**src/rtl/spiflash_reader_pkg.sv**
```systemverilog
// Shared types and constants for the SPI flash read engine.
// HOLD/GAP states exist only when SPIFLASH_READER_CONTINUE_EN is defined.
package spiflash_reader_pkg;

    localparam logic [7:0]  CMD_READ   = 8'h03;
    localparam int unsigned CMD_BITS   = 8;
    localparam int unsigned ADDR_BITS  = 24;
    localparam int unsigned DATA_BITS  = 32;
    localparam int unsigned TOTAL_BITS = CMD_BITS + ADDR_BITS + DATA_BITS;

`ifdef SPIFLASH_READER_CONTINUE_EN
    typedef enum logic [2:0] {
        StIdle, StCmd, StAddr, StData, StDone, StHold, StGap
    } state_e;
`else
    typedef enum logic [2:0] {
        StIdle, StCmd, StAddr, StData, StDone
    } state_e;
`endif

    // Bytes arrive first-byte-first in the MSBs; the bus wants little-endian.
    function automatic logic [31:0] bswap32(input logic [31:0] w);
        return {w[7:0], w[15:8], w[23:16], w[31:24]};
    endfunction

endpackage

```
**src/rtl/spiflash_bitclk.sv**
```systemverilog
// SPI clock divider: flash_clk toggles every CLK_DIV cycles while enabled,
// with single-cycle strobes on the clk edge where flash_clk rises/falls.
module spiflash_bitclk #(
    parameter int unsigned CLK_DIV = 1
) (
    input  logic clk,
    input  logic rst,
    input  logic en,
    output logic flash_clk,
    output logic rise,
    output logic fall
);

    logic [7:0] cnt_q, cnt_d;
    logic       clk_q, clk_d;
    logic       tick;

    always_comb begin
        tick  = en && (cnt_q == 8'(CLK_DIV - 1));
        rise  = tick && !clk_q;
        fall  = tick && clk_q;
        cnt_d = 8'd0;
        clk_d = 1'b0;
        if (en) begin
            cnt_d = tick ? 8'd0 : cnt_q + 8'd1;
            clk_d = clk_q ^ tick;
        end
    end

    always_ff @(posedge clk or posedge rst) begin
        if (rst) begin
            cnt_q <= 8'd0;
            clk_q <= 1'b0;
        end else begin
            cnt_q <= cnt_d;
            clk_q <= clk_d;
        end
    end

    assign flash_clk = clk_q;

endmodule

```
**src/rtl/spiflash_reader.sv**
```systemverilog
// Single-bit SPI flash READ (0x03) engine: one little-endian word per valid/ready request.
// Define SPIFLASH_READER_CONTINUE_EN to keep CS low and stream sequential words.
module spiflash_reader
    import spiflash_reader_pkg::*;
#(
    parameter int unsigned CLK_DIV = 1
) (
    input  logic        clk,
    input  logic        rst,
    input  logic        valid,
    input  logic [23:0] addr,
    output logic        ready,
    output logic [31:0] rdata,
    output logic        flash_csb,
    output logic        flash_clk,
    output logic        flash_io0,
    input  logic        flash_io1
);

    state_e      state_q, state_d;
    logic [21:0] addr_q, addr_d;
    logic [31:0] sr_q, sr_d;
    logic [5:0]  bit_q, bit_d;
    logic        ready_q, ready_d;
    logic [31:0] rdata_q, rdata_d;
    logic        csb_q, csb_d;
    logic        sck_en, rise, fall;
    logic        accept;
    logic        unused_addr_lsb;
`ifdef SPIFLASH_READER_CONTINUE_EN
    logic [21:0] next_q, next_d;
    logic        gap_q, gap_d;
`endif

    assign unused_addr_lsb = ^addr[1:0];

    spiflash_bitclk #(
        .CLK_DIV (CLK_DIV)
    ) u_bitclk (
        .clk       (clk),
        .rst       (rst),
        .en        (sck_en),
        .flash_clk (flash_clk),
        .rise      (rise),
        .fall      (fall)
    );

    // ready_q high means the bus is still completing the previous handshake.
    assign accept = valid && !ready_q;
    assign sck_en = (state_q == StCmd) || (state_q == StAddr) || (state_q == StData);

    always_comb begin
        state_d = state_q;
        addr_d  = addr_q;
        sr_d    = sr_q;
        bit_d   = bit_q;
        ready_d = 1'b0;
        rdata_d = rdata_q;
        csb_d   = csb_q;
`ifdef SPIFLASH_READER_CONTINUE_EN
        next_d  = next_q;
        gap_d   = gap_q;
`endif
        unique case (state_q)
            StIdle: begin
                if (accept) begin
                    addr_d  = addr[23:2];
                    sr_d    = {CMD_READ, addr[23:2], 2'b00};
                    bit_d   = 6'd0;
                    csb_d   = 1'b0;
                    state_d = StCmd;
                end
            end
            StCmd, StAddr: begin
                if (fall) begin
                    sr_d  = {sr_q[30:0], 1'b0};
                    bit_d = bit_q + 6'd1;
                    if (bit_q == 6'(CMD_BITS - 1)) state_d = StAddr;
                    if (bit_q == 6'(CMD_BITS + ADDR_BITS - 1)) state_d = StData;
                end
            end
            StData: begin
                if (rise) sr_d = {sr_q[30:0], flash_io1};
                if (fall) begin
                    bit_d = bit_q + 6'd1;
                    if (bit_q == 6'(TOTAL_BITS - 1)) state_d = StDone;
                end
            end
            StDone: begin
                ready_d = 1'b1;
                rdata_d = bswap32(sr_q);
`ifdef SPIFLASH_READER_CONTINUE_EN
                next_d  = addr_q + 22'd1;
                state_d = StHold;
`else
                csb_d   = 1'b1;
                state_d = StIdle;
`endif
            end
`ifdef SPIFLASH_READER_CONTINUE_EN
            StHold: begin
                if (accept) begin
                    addr_d = addr[23:2];
                    if (addr[23:2] == next_q) begin
                        // Flash is already positioned at the next word.
                        bit_d   = 6'(CMD_BITS + ADDR_BITS);
                        state_d = StData;
                    end else begin
                        csb_d   = 1'b1;
                        gap_d   = 1'b0;
                        state_d = StGap;
                    end
                end
            end
            StGap: begin
                if (gap_q) begin
                    sr_d    = {CMD_READ, addr_q, 2'b00};
                    bit_d   = 6'd0;
                    csb_d   = 1'b0;
                    state_d = StCmd;
                end else begin
                    gap_d = 1'b1;
                end
            end
`endif
            default: state_d = StIdle;
        endcase
    end

    always_ff @(posedge clk or posedge rst) begin
        if (rst) begin
            state_q <= StIdle;
            addr_q  <= 22'd0;
            sr_q    <= 32'd0;
            bit_q   <= 6'd0;
            ready_q <= 1'b0;
            rdata_q <= 32'd0;
            csb_q   <= 1'b1;
`ifdef SPIFLASH_READER_CONTINUE_EN
            next_q  <= 22'd0;
            gap_q   <= 1'b0;
`endif
        end else begin
            state_q <= state_d;
            addr_q  <= addr_d;
            sr_q    <= sr_d;
            bit_q   <= bit_d;
            ready_q <= ready_d;
            rdata_q <= rdata_d;
            csb_q   <= csb_d;
`ifdef SPIFLASH_READER_CONTINUE_EN
            next_q  <= next_d;
            gap_q   <= gap_d;
`endif
        end
    end

    assign ready     = ready_q;
    assign rdata     = rdata_q;
    assign flash_csb = csb_q;
    assign flash_io0 = ((state_q == StCmd) || (state_q == StAddr)) ? sr_q[31] : 1'b0;

endmodule

```
**config.mk**
```make
export PLATFORM = sky130hd
export DESIGN_NAME = spiflash_reader
export DESIGN_NICKNAME = d
export VERILOG_FILES = /design/src/rtl/spiflash_reader_pkg.sv /design/src/rtl/spiflash_bitclk.sv /design/src/rtl/spiflash_reader.sv
export SDC_FILE = /design/constraint.sdc
export NUM_CORES = 1
export LEC_CHECK = 0
export BUFFER_PORTS_ARGS = -buffer_cell sky130_fd_sc_hd__clkbuf_2
export CORE_UTILIZATION = 56
export CTS_BUF_LIST = sky130_fd_sc_hd__clkbuf_4 sky130_fd_sc_hd__clkbuf_8
export CTS_CLUSTER_SIZE = 24
export DETAILED_ROUTE_END_ITERATION = 10
export GPL_ROUTABILITY_DRIVEN = 0
export PLACE_DENSITY_LB_ADDON = 0.1
export SLEW_MARGIN = 20
export SYNTH_ARGS = -nofsm -noshare
export SYNTH_HDL_FRONTEND = slang
export SYNTH_SLANG_ARGS = --single-unit
```
**constraint.sdc**
```tcl
create_clock -name clk -period 6.3 [get_ports clk]
set_input_delay 0.63 -clock clk [delete_from_list [all_inputs] [get_ports clk]]
set_output_delay 0.63 -clock clk [all_outputs]
set_load 0.02 [all_outputs]
```
==> impl_metrics.json, run 1 <==
{
  "ys_seq_area_frac": 0.574,
  "final.setup.tns_ns": 0,
  "cts-hold-fix-buffers": 0,
  "ioPinCount": 64,
  "status": "complete, no violations",
  "cts_resized": 0,
  "clkLatencyLatePin_ns": 0.35,
  "rsz0062_at_grt": "no",
  "multiInputGateArea_sq_um": 1430,
  "avgSynthCellArea_sq_um": 10.6,
  "r2r_slack_ns": 2.71,
  "rr_worst_depth": 9,
  "yosys_warnings": 0,
  "ant_nets": 0,
  "die_h_um": 82.9,
  "netlist_top_cells_area": "dfrtp_1 (57%), mux2_2 (9.8%), nand2_1 (5.3%), nor2_1 (4.3%), a31oi_1 (3.8%)",
  "drive_gt1_frac": 0.291,
  "netlist_top_cells_count": "dfrtp_1 (83), nand2_1 (52), nor2_1 (42)",
  "required_ns": 6.56,
  "initial_core_util": 0.577,
  "route.detailed.drc": 0,
  "r2r-end": "sr_q[0]",
  "power_density_nw_per_um2": 390,
  "fp.coreArea_sq_um": 6350,
  "syn_inst": 347,
  "die_w_um": 82.9,
  "postCtsSetupBuffers": 0,
  "wl_per_cell_um": 14.3,
  "std_cell_rows": 29,
  "io_buffers": 61,
  "drt_iter0_drc": 150,
  "dp_hpwl_um": 4420,
  "fmax_mhz": 279,
  "setup_ws_ns": 2.71,
  "grt_pass1_wl_um": 12100,
  "finalSetupViolCount": 0,
  "finalCriticalPeriod_ns": 3.59,
  "overflow": 0,
  "reg2reg_from": "state_q[0]",
  "antenna_found_initial": 0,
  "synth_fp_nets": 380,
  "maxCapViolations": 0,
  "pre_cts_ws_ns": 2.69,
  "clock_skew_ns": 0.0114,
  "grt_usage": 0.219,
  "relSlewSlack": 0.323,
  "synth_area_sq_um": 3670,
  "ys_dominant_reg_cell": "dfrtp_1",
  "synth_edf_count": 0,
  "grt_max_degree": 85,
  "drt-vias-per-instance": 5.48,
  "seqCellArea_sq_um": 2100,
  "critPathCaptureType": "flop",
  "antenna_cells": 0,
  "routed_wl_um": 6910,
  "final_max_slew_viol_count": 0,
  "clk_path_buf_depth": 2,
  "holdCritPathClass": "in -> async",
  "ir_drop_v": 0.000248,
  "hold_violations": 0,
  "die-area_sq_um": 6870,
  "p_leak_uw": 0.00207,
  "cts_buffers": 9,
  "cp_max_fo": 64,
  "start_kind": "flop",
  "ys_ff_latch": 84,
  "cts_sinks": 84,
  "synth_top_area_frac": 0.567,
  "htreeDepth": 3,
  "cts_root_buffer": "clkbuf_8",
  "n_fill_cell": 508,
  "grt_pass1_vias": 2618,
  "final_nets": 435,
  "area_growth_pct": 14.4,
  "yosysTopAreaCell": "dfrtp_1",
  "path_clk_slew_ns": 0.09,
  "cts_tree": "yes",
  "vias": 2646,
  "synth.distinct_cells": 37,
  "synthArstFlopShare": 1.00,
  "timing.final.crit_share": 0.569,
  "drt_first_pass_iters": 7,
  "fin_total_pwr_uw": 1640,
  "timing.hold.ws_ns": 0.450,
  "worstPathArrival_ns": 3.85,
  "crit_type": "reg -> reg",
  "synth.most_common_cell": "dfrtp_1",
  "max_slew.worst_pin.slew_ns": 1.02
}
-- flip-flops by register name, summed over array words and instances (netlist names) --
register	cells
bit_q	6
rdata	32
sr_q	32
u_bitclk.cnt_q	8
ready	1
state_q	3
flash_csb	1
u_bitclk.flash_clk	1
-- through the flow --
step | area (sq um) | util | cells
after global placement | 4020 | 0.633 | 468
after detailed placement | 4020 | 0.633 | 468
after floorplan | 3670 | - | 347
after global routing | 4200 | 0.661 | 483
after CTS | 4190 | 0.660 | 483
final | 4200 | 0.661 | 483
-- cell usage in the layout, fill, tap and decap left out, types with 5 or more instances in the layout --
cell      synthesis  final
a21oi_1           5      5
a31oi_1          22     22
clkbuf_2          0     61
clkbuf_8          0      9
dfrtp_1          83     83
ha_1              5      5
inv_1            14     13
mux2_2           32     32
nand2_1          52     52
nand3_1          12     12
nand4_1           5      5
nor2_1           42     41
o21ai_0          13     13
xnor2_1           7      7
-- cell type report --
type	count	share of cell area
Clock buffer	9	0.0295
Clock inverter	6	0.0116
Inverter	14	0.0128
Multi-Input combinational cell	228	0.341
Sequential cell	84	0.501
Tap cell	77	0.0230
Timing Repair Buffer	65	0.0808
-- worst max path at each step --
stage	start	to	slack [ns]	depth (start not counted)
after detailed placement	state_q[0]	sr_q[0]	2.69	9
after global placement	state_q[0]	sr_q[0]	2.79	9
after floorplan	rst	bit_q[0]	3.51	1
final	state_q[0]	sr_q[0]	2.71	9
after global routing	state_q[0]	sr_q[0]	2.27	9
after CTS	state_q[0]	sr_q[0]	2.67	9
-- kinds of logic after synthesis --
group           share of synthesized area
flops                               0.574
mux                                 0.107
fa+ha+maj                          0.0171
xor+xnor                           0.0263
buf+inv                            0.0399
compound gates                     0.0850
simple gates                        0.151
-- metal layers --
metal	vias to the layer above	share of wire	track usage
met1	1288	0.47	0.291
met3	8	0.041	0.0487
met2	61	0.48	0.349
met4	0	0.012	0.0909
li1	1289	-	-
met5	-	0	0
-- worst max-delay path: stages, from the launching register on --
cell,delay [ns]
dfrtp_1,0.66
or2_2,0.29
nand2b_1,0.55
nor2_1,0.35
ha_1,0.34
mux2i_1,0.18
a221oi_4,0.31
buf_4,0.52
nand4_1,0.18
o21ai_0,0.11
-- power breakdown --
group          internal (uW)  switching (uW)
combinational            192             338
sequential               658             107
clock                    144             198
total                    994             642
Note: power is estimated with default switching activity, not from simulation.
==> run 2, diff against run 1 <==
--- a/config.mk
+++ b/config.mk
@@ -5,8 +5,9 @@
 export SDC_FILE = /design/constraint.sdc
 export NUM_CORES = 1
 export LEC_CHECK = 0
+export ABC_AREA = 1
 export BUFFER_PORTS_ARGS = -buffer_cell sky130_fd_sc_hd__clkbuf_2
-export CORE_UTILIZATION = 56
+export CORE_UTILIZATION = 52
 export CTS_BUF_LIST = sky130_fd_sc_hd__clkbuf_4 sky130_fd_sc_hd__clkbuf_8
 export CTS_CLUSTER_SIZE = 24
 export DETAILED_ROUTE_END_ITERATION = 10
==> constraint.sdc (replaced) <==
create_clock -name clk -period 2.94 [get_ports clk]
set_input_delay 0.294 -clock clk [delete_from_list [all_inputs] [get_ports clk]]
set_output_delay 0.294 -clock clk [all_outputs]
set_load 0.02 [all_outputs]
==> run 2 against run 1 <==
  * Non-clock buffer count is 2 higher
  * Synthesized cell count is 24% higher
  * Largest power group unchanged
  * Routed wire length is 2.7% higher
  * Worst setup slack worse by 2.2 ns
  * Synthesized area is 2.1% higher
  * Final cell count is 23% higher
  * Highest routed layer unchanged
  * Design area is 3.2% higher
  * Critical path depth is 6 higher
  * Global-route usage is 0.94 points lower
  * Core utilization is 3.1 points lower
  * Critical path type unchanged
==> impl_metrics.json, run 2 <==
{
  "ant_nets": 0,
  "final_common_cell": "nand2_1",
  "drt_first_pass_iters": 4,
  "instances_no_fill": 593,
  "relSlewSlack": 0.520,
  "clkLatencyLatePin_ns": 0.35,
  "initial_core_util": 0.545,
  "die_w_um": 86.8,
  "ys_seq_area_frac": 0.562,
  "drt_iter0_drc": 169,
  "die_h_um": 86.8,
  "area_growth_pct": 15.6,
  "yosys_warnings": 0,
  "multiInputGateArea_sq_um": 1400,
  "drive_gt1_frac": 0.205,
  "synth_top_family_by_area": "simple AND/OR/NAND/NOR gates",
  "wl_per_cell_um": 12.0,
  "mostFrequentLayoutCells": "nand2_1 (158), dfrtp_1 (83), clkbuf_2 (61), o21ai_0 (51), inv_1 (31)",
  "ys_dominant_reg_cell": "dfrtp_1",
  "cp_max_fo": 28,
  "status": "complete, no violations",
  "postCtsSetupBuffers": 0,
  "synth_edf_count": 0,
  "ir_drop_v": 0.000415,
  "power_density_nw_per_um2": 855,
  "std_cell_rows": 30,
  "grt_max_degree": 47,
  "n_fill_cell": 593,
  "setup_ws_ns": 0.497,
  "timing.hold.ws_ns": 0.0134,
  "start_kind": "flop",
  "routed_wl_um": 7100,
  "p_leak_uw": 0.00235,
  "synthAdderAreaFrac": 0.0167,
  "final.setup.tns_ns": 0,
  "synthArstFlopShare": 1.00,
  "timing.final.crit_share": 0.831,
  "clk_path_buf_depth": 2,
  "grt_usage": 0.210,
  "max_slew.worst_pin.slew_ns": 0.720,
  "crit_type": "reg -> reg",
  "netlist_top_cells_area": "dfrtp_1 (55%), nand2_1 (16%), o21ai_0 (6.8%), inv_1 (3.2%), mux2i_1 (2.7%)",
  "grt_pass1_wl_um": 12000,
  "seqCellArea_sq_um": 2100,
  "vias": 2899,
  "worstPathArrival_ns": 2.74,
  "ys_ff_latch": 84,
  "cts_tree": "yes",
  "maxCapViolations": 0,
  "cts_buffers": 9,
  "finalCriticalPeriod_ns": 2.44,
  "synth-compound-area-share": 0.0849,
  "synth_area_sq_um": 3740,
  "path_clk_slew_ns": 0.09,
  "yosysTopAreaCell": "dfrtp_1",
  "pre_cts_ws_ns": 0.479,
  "syn_inst": 430,
  "die-area_sq_um": 7540,
  "synthMuxAreaShare": 0.0267,
  "placed_cells": 577,
  "rsz0062_at_grt": "no",
  "holdCritPathClass": "in -> async",
  "critPathCaptureType": "flop",
  "synth-xor-area-share": 0.0187,
  "netlist_top_cells_count": "nand2_1 (158), dfrtp_1 (83), o21ai_0 (51)",
  "overflow": 0,
  "drt-vias-per-instance": 4.89,
  "grt_pass1_vias": 2778,
  "clock_skew_ns": 0.00868,
  "fp.coreArea_sq_um": 6870,
  "required_ns": 3.23,
  "ioPinCount": 64,
  "dp_hpwl_um": 4910,
  "cts_sinks": 84,
  "synth.distinct_cells": 26,
  "cts_root_buffer": "clkbuf_8",
  "cts-hold-fix-buffers": 0,
  "io_buffers": 61,
  "antenna_found_initial": 0,
  "antenna_cells": 0,
  "cts_resized": 0,
  "finalSetupViolCount": 0,
  "fmax_mhz": 409,
  "final_max_slew_viol_count": 0,
  "htreeDepth": 3,
  "route.detailed.drc": 0,
  "synthSimpleGateAreaFrac": 0.227,
  "synth.most_common_cell": "nand2_1",
  "synth_fp_nets": 463,
  "synth_top_area_frac": 0.555,
  "hold_violations": 0,
  "final_nets": 525,
  "avgSynthCellArea_sq_um": 8.70
}
==> run 2: critical path, stage by stage (launching register included) <==
cell and delay [ns]:
dfrtp_1 0.41, inv_1 0.06, ha_1 0.13, nand3_1 0.07, nor4_1 0.18, nand2_1 0.11, inv_1 0.09, ha_1 0.19
inv_1 0.05, nand4_1 0.08, nand2_1 0.06, inv_2 0.10, nand2_2 0.30, nor2_2 0.38, nand2_1 0.09, nand2_1 0.07
==> run 2: final timing paths <==
path	start	to	slack (ns)	cells after the start
worst max-delay path	u_bitclk.cnt_q[0]	sr_q[1]	0.50	15
min in group clk	flash_io1	sr_q[0]	0.22	3
max in group asynchronous	rst	u_bitclk.flash_clk	2.14	3
worst min register to register	rdata[4]	rdata[4]	0.48	2
worst min-delay path	rst	rdata[25]	0.01	2
worst max register to register	u_bitclk.cnt_q[0]	sr_q[1]	0.50	15
==> run 2: area by class of cell <==
| class | instances | area share |
|---|---|---|
| clock buffer | 9 | 0.0286 |
| tap | 96 | 0.0278 |
| inverter | 38 | 0.0332 |
| clock inverter | 7 | 0.0173 |
| timing repair buffer | 67 | 0.0838 |
| multi-input combinational | 292 | 0.323 |
| sequential | 84 | 0.486 |
==> run 2: logic make-up (layout without fill, tap and decap cells) <==
logic type | after synthesis | in the layout
simple gates | 210 | 210
flops | 84 | 84
compound gates | 59 | 59
buf+inv | 54 | 121
mux | 10 | 10
xor+xnor | 8 | 8
fa+ha+maj | 5 | 5
==> run 2: metal layers <==
layer / global-route usage / vias to the layer above / wire, um / share of wire
met1: 0.270 / 1361 / 3370 / 0.47
met3: 0.0476 / 7 / 243 / 0.034
met4: 0.0909 / 0 / 99 / 0.014
met5: 0 / - / 0 / 0
met2: 0.341 / 46 / 3390 / 0.48
li1: - / 1485 / - / -
==> run 2: through the flow <==
step                      utilization  total power (uW)  area [sq um]
after floorplan                     -              2670          3740
after global placement          0.601              2880          4130
after detailed placement        0.601              2920          4130
after CTS                       0.630              3750          4330
after global routing            0.630              4020          4330
final                           0.630              3700          4330
==> run 2: power breakdown <==
group	internal, uW	switching [uW]	total, uW
Clock	398	418	816
Sequential	1410	172	1580
Combinational	460	845	1300
==> run 3, diff against run 2 <==
--- a/config.mk
+++ b/config.mk
@@ -7,7 +7,7 @@
 export LEC_CHECK = 0
 export ABC_AREA = 1
 export BUFFER_PORTS_ARGS = -buffer_cell sky130_fd_sc_hd__clkbuf_2
-export CORE_UTILIZATION = 52
+export CORE_UTILIZATION = 56
 export CTS_BUF_LIST = sky130_fd_sc_hd__clkbuf_4 sky130_fd_sc_hd__clkbuf_8
 export CTS_CLUSTER_SIZE = 24
 export DETAILED_ROUTE_END_ITERATION = 10
==> constraint.sdc (replaced) <==
create_clock -name clk -period 2.34 [get_ports clk]
set_input_delay 0.234 -clock clk [delete_from_list [all_inputs] [get_ports clk]]
set_output_delay 0.234 -clock clk [all_outputs]
set_load 0.02 [all_outputs]
==> run 3 against run 2 <==
  * Total power increased by 31%
  * Global-route usage increased by 1.5 points
  * Hold slack improved by 0.16 ns
  * Clock power increased by 48%
  * Sequential share of layout area decreased by 0.58 points
  * Register-to-register slack got worse by 0.32 ns
  * Count of clock-buffer cells in the layout increased by 2
==> impl_metrics.json, run 3 (same netlist as run 2, synthesis figures left out) <==
{
  "swShare": 0.364,
  "clock_skew_ns": 0.00876,
  "clkLatencyLatePin_ns": 0.35,
  "clkPwrFrac": 0.250,
  "ant_nets": 0,
  "finalCriticalPeriod_ns": 2.17,
  "cts_tree": "yes",
  "startpoint": "u_bitclk.cnt_q[0]",
  "status": "complete, no violations",
  "drive_gt1_frac": 0.212,
  "cts_root_buffer": "clkbuf_8",
  "ioPinCount": 64,
  "fp.coreArea_sq_um": 6390,
  "p_int_uw": 3080,
  "critPathCaptureType": "flop",
  "instances_no_fill": 577,
  "ir_drop_v": 0.000705,
  "power_density_nw_per_um2": 1110,
  "die_w_um": 83.8,
  "cp_cell_sequence": "inv_1 -> ha_1 -> nand3_1 -> nor4_2 -> nand2_1 -> inv_1 -> ha_2 -> inv_1 -> nand4_1 -> nand2_1 -> inv_2 -> nand2_2 -> buf_4 -> nand2_1 -> o21ai_0",
  "grt_max_degree": 47,
  "drt-vias-per-instance": 5.09,
  "maxCapViolations": 0,
  "clk_path_buf_depth": 2,
  "hold_start": "addr[10]",
  "seqPwrFrac": 0.411,
  "initial_core_util": 0.586,
  "die_h_um": 83.8,
  "worstPathArrival_ns": 2.38,
  "route.detailed.drc": 0,
  "required_ns": 2.56,
  "mostFrequentLayoutCells": "nand2_1 (158), dfrtp_1 (83), clkbuf_2 (61), o21ai_0 (51), inv_1 (31)",
  "placed_cells": 560,
  "rsz0062_at_grt": "yes",
  "timing.hold.ws_ns": 0.172,
  "cts_sinks": 84,
  "dp_hpwl_um": 4830,
  "start_kind": "flop",
  "p_sw_uw": 1760,
  "overflow": 0,
  "antenna_found_initial": 0,
  "crit_type": "reg -> reg",
  "path_clk_slew_ns": 0.08,
  "htreeDepth": 3,
  "max_slew.worst_pin.slew_ns": 0.723,
  "final_max_slew_viol_count": 0,
  "drt_first_pass_iters": 5,
  "fmax_mhz": 462,
  "hold_violations": 0,
  "final_nets": 528,
  "postCtsSetupBuffers": 0,
  "final_common_cell": "nand2_1",
  "cpMaxStageDelayCell": "dfrtp_1",
  "std_cell_rows": 29,
  "cts_buffers": 9,
  "grt_usage": 0.225,
  "fin_total_pwr_uw": 4840,
  "reg2reg_from": "u_bitclk.cnt_q[0]",
  "grt_pass1_wl_um": 12500,
  "routed_wl_um": 7110,
  "combPwrFrac": 0.339,
  "area_growth_pct": 17.1,
  "vias": 2938,
  "holdCritPathClass": "in -> reg",
  "io_buffers": 61,
  "final_core_util": 0.686,
  "die-area_sq_um": 7010,
  "wl_per_cell_um": 12.3,
  "finalSetupViolCount": 0,
  "cp_max_fo": 27,
  "p_leak_uw": 0.00237,
  "cp_slowest_stage_delay_ns": 0.41,
  "grt_pass1_vias": 2788,
  "drt_iter0_drc": 133,
  "timing.final.crit_share": 0.926,
  "antenna_cells": 0,
  "relSlewSlack": 0.517
}
[run 3: layout make-up]
type                       instances  area (sq um)
multi-input combinational        292          1410
sequential                        84          2100
clock buffer                      11           139
tap                               77          96.3
clock inverter                     5           100
inverter                          38           146
timing repair buffer              70           388
fill                             531          2010
[run 3: stage by stage]
stage	instance area, sq um	setup TNS [ns]	setup slack (ns)
2_1_floorplan	3750	0	0.318
5_1_grt	4380	-0.0443	-0.0209
4_1_cts	4370	0	0.0975
3_5_place_dp	4120	0	0.129
3_3_place_gp	4120	0	0.196
6_report	4380	0	0.174
[run 3: worst paths after layout]
kind	depth (start not counted)	to	slack (ns)
setup / recovery	15	sr_q[11]	0.17
hold / removal	3	sr_q[10]	0.17
setup reg to reg	15	sr_q[11]	0.17
hold reg to reg	2	rdata[27]	0.47
max in group asynchronous	4	flash_csb	1.10
min in group asynchronous	3	rdata[28]	0.54
[run 3: repair_timing]
| item | 4_1_cts | 5_1_grt |
|---|---|---|
| gates resized for setup | 0 | 2 |
| setup endpoints to repair | 0 | 32 |
| endpoints found under the hold margin | 2 | 0 |
| hold buffers | 1 | 0 |
[run 3: power by group through the flow]
stage | Clock [uW] | Combinational [uW] | Sequential [uW]
global route | 1300 | 1920 | 2030
floorplan | 0 | 1390 | 1970
detailed placement | 0 | 1660 | 2010
global placement | 0 | 1600 | 2000
CTS | 1250 | 1660 | 1990
finish | 1210 | 1640 | 1990
[run 3: layer usage]
metal	global-route usage	vias up	wire length [um]
li1	-	1487	-
met1	0.307	1376	3330
met2	0.350	68	3430
met3	0.0495	7	286
met4	0.0924	0	66
met5	0	-	0
[run 3: critical path, delay by kind of cell, from the launching register on]
kind / cells / cell delay, ns
buffers and inverters: 5 / 0.53
AND/OR/NAND/NOR: 7 / 0.68
AO/OA/AOI/OAI: 1 / 0.08
adder cells (fa/ha/maj): 2 / 0.34
flip-flops: 1 / 0.41
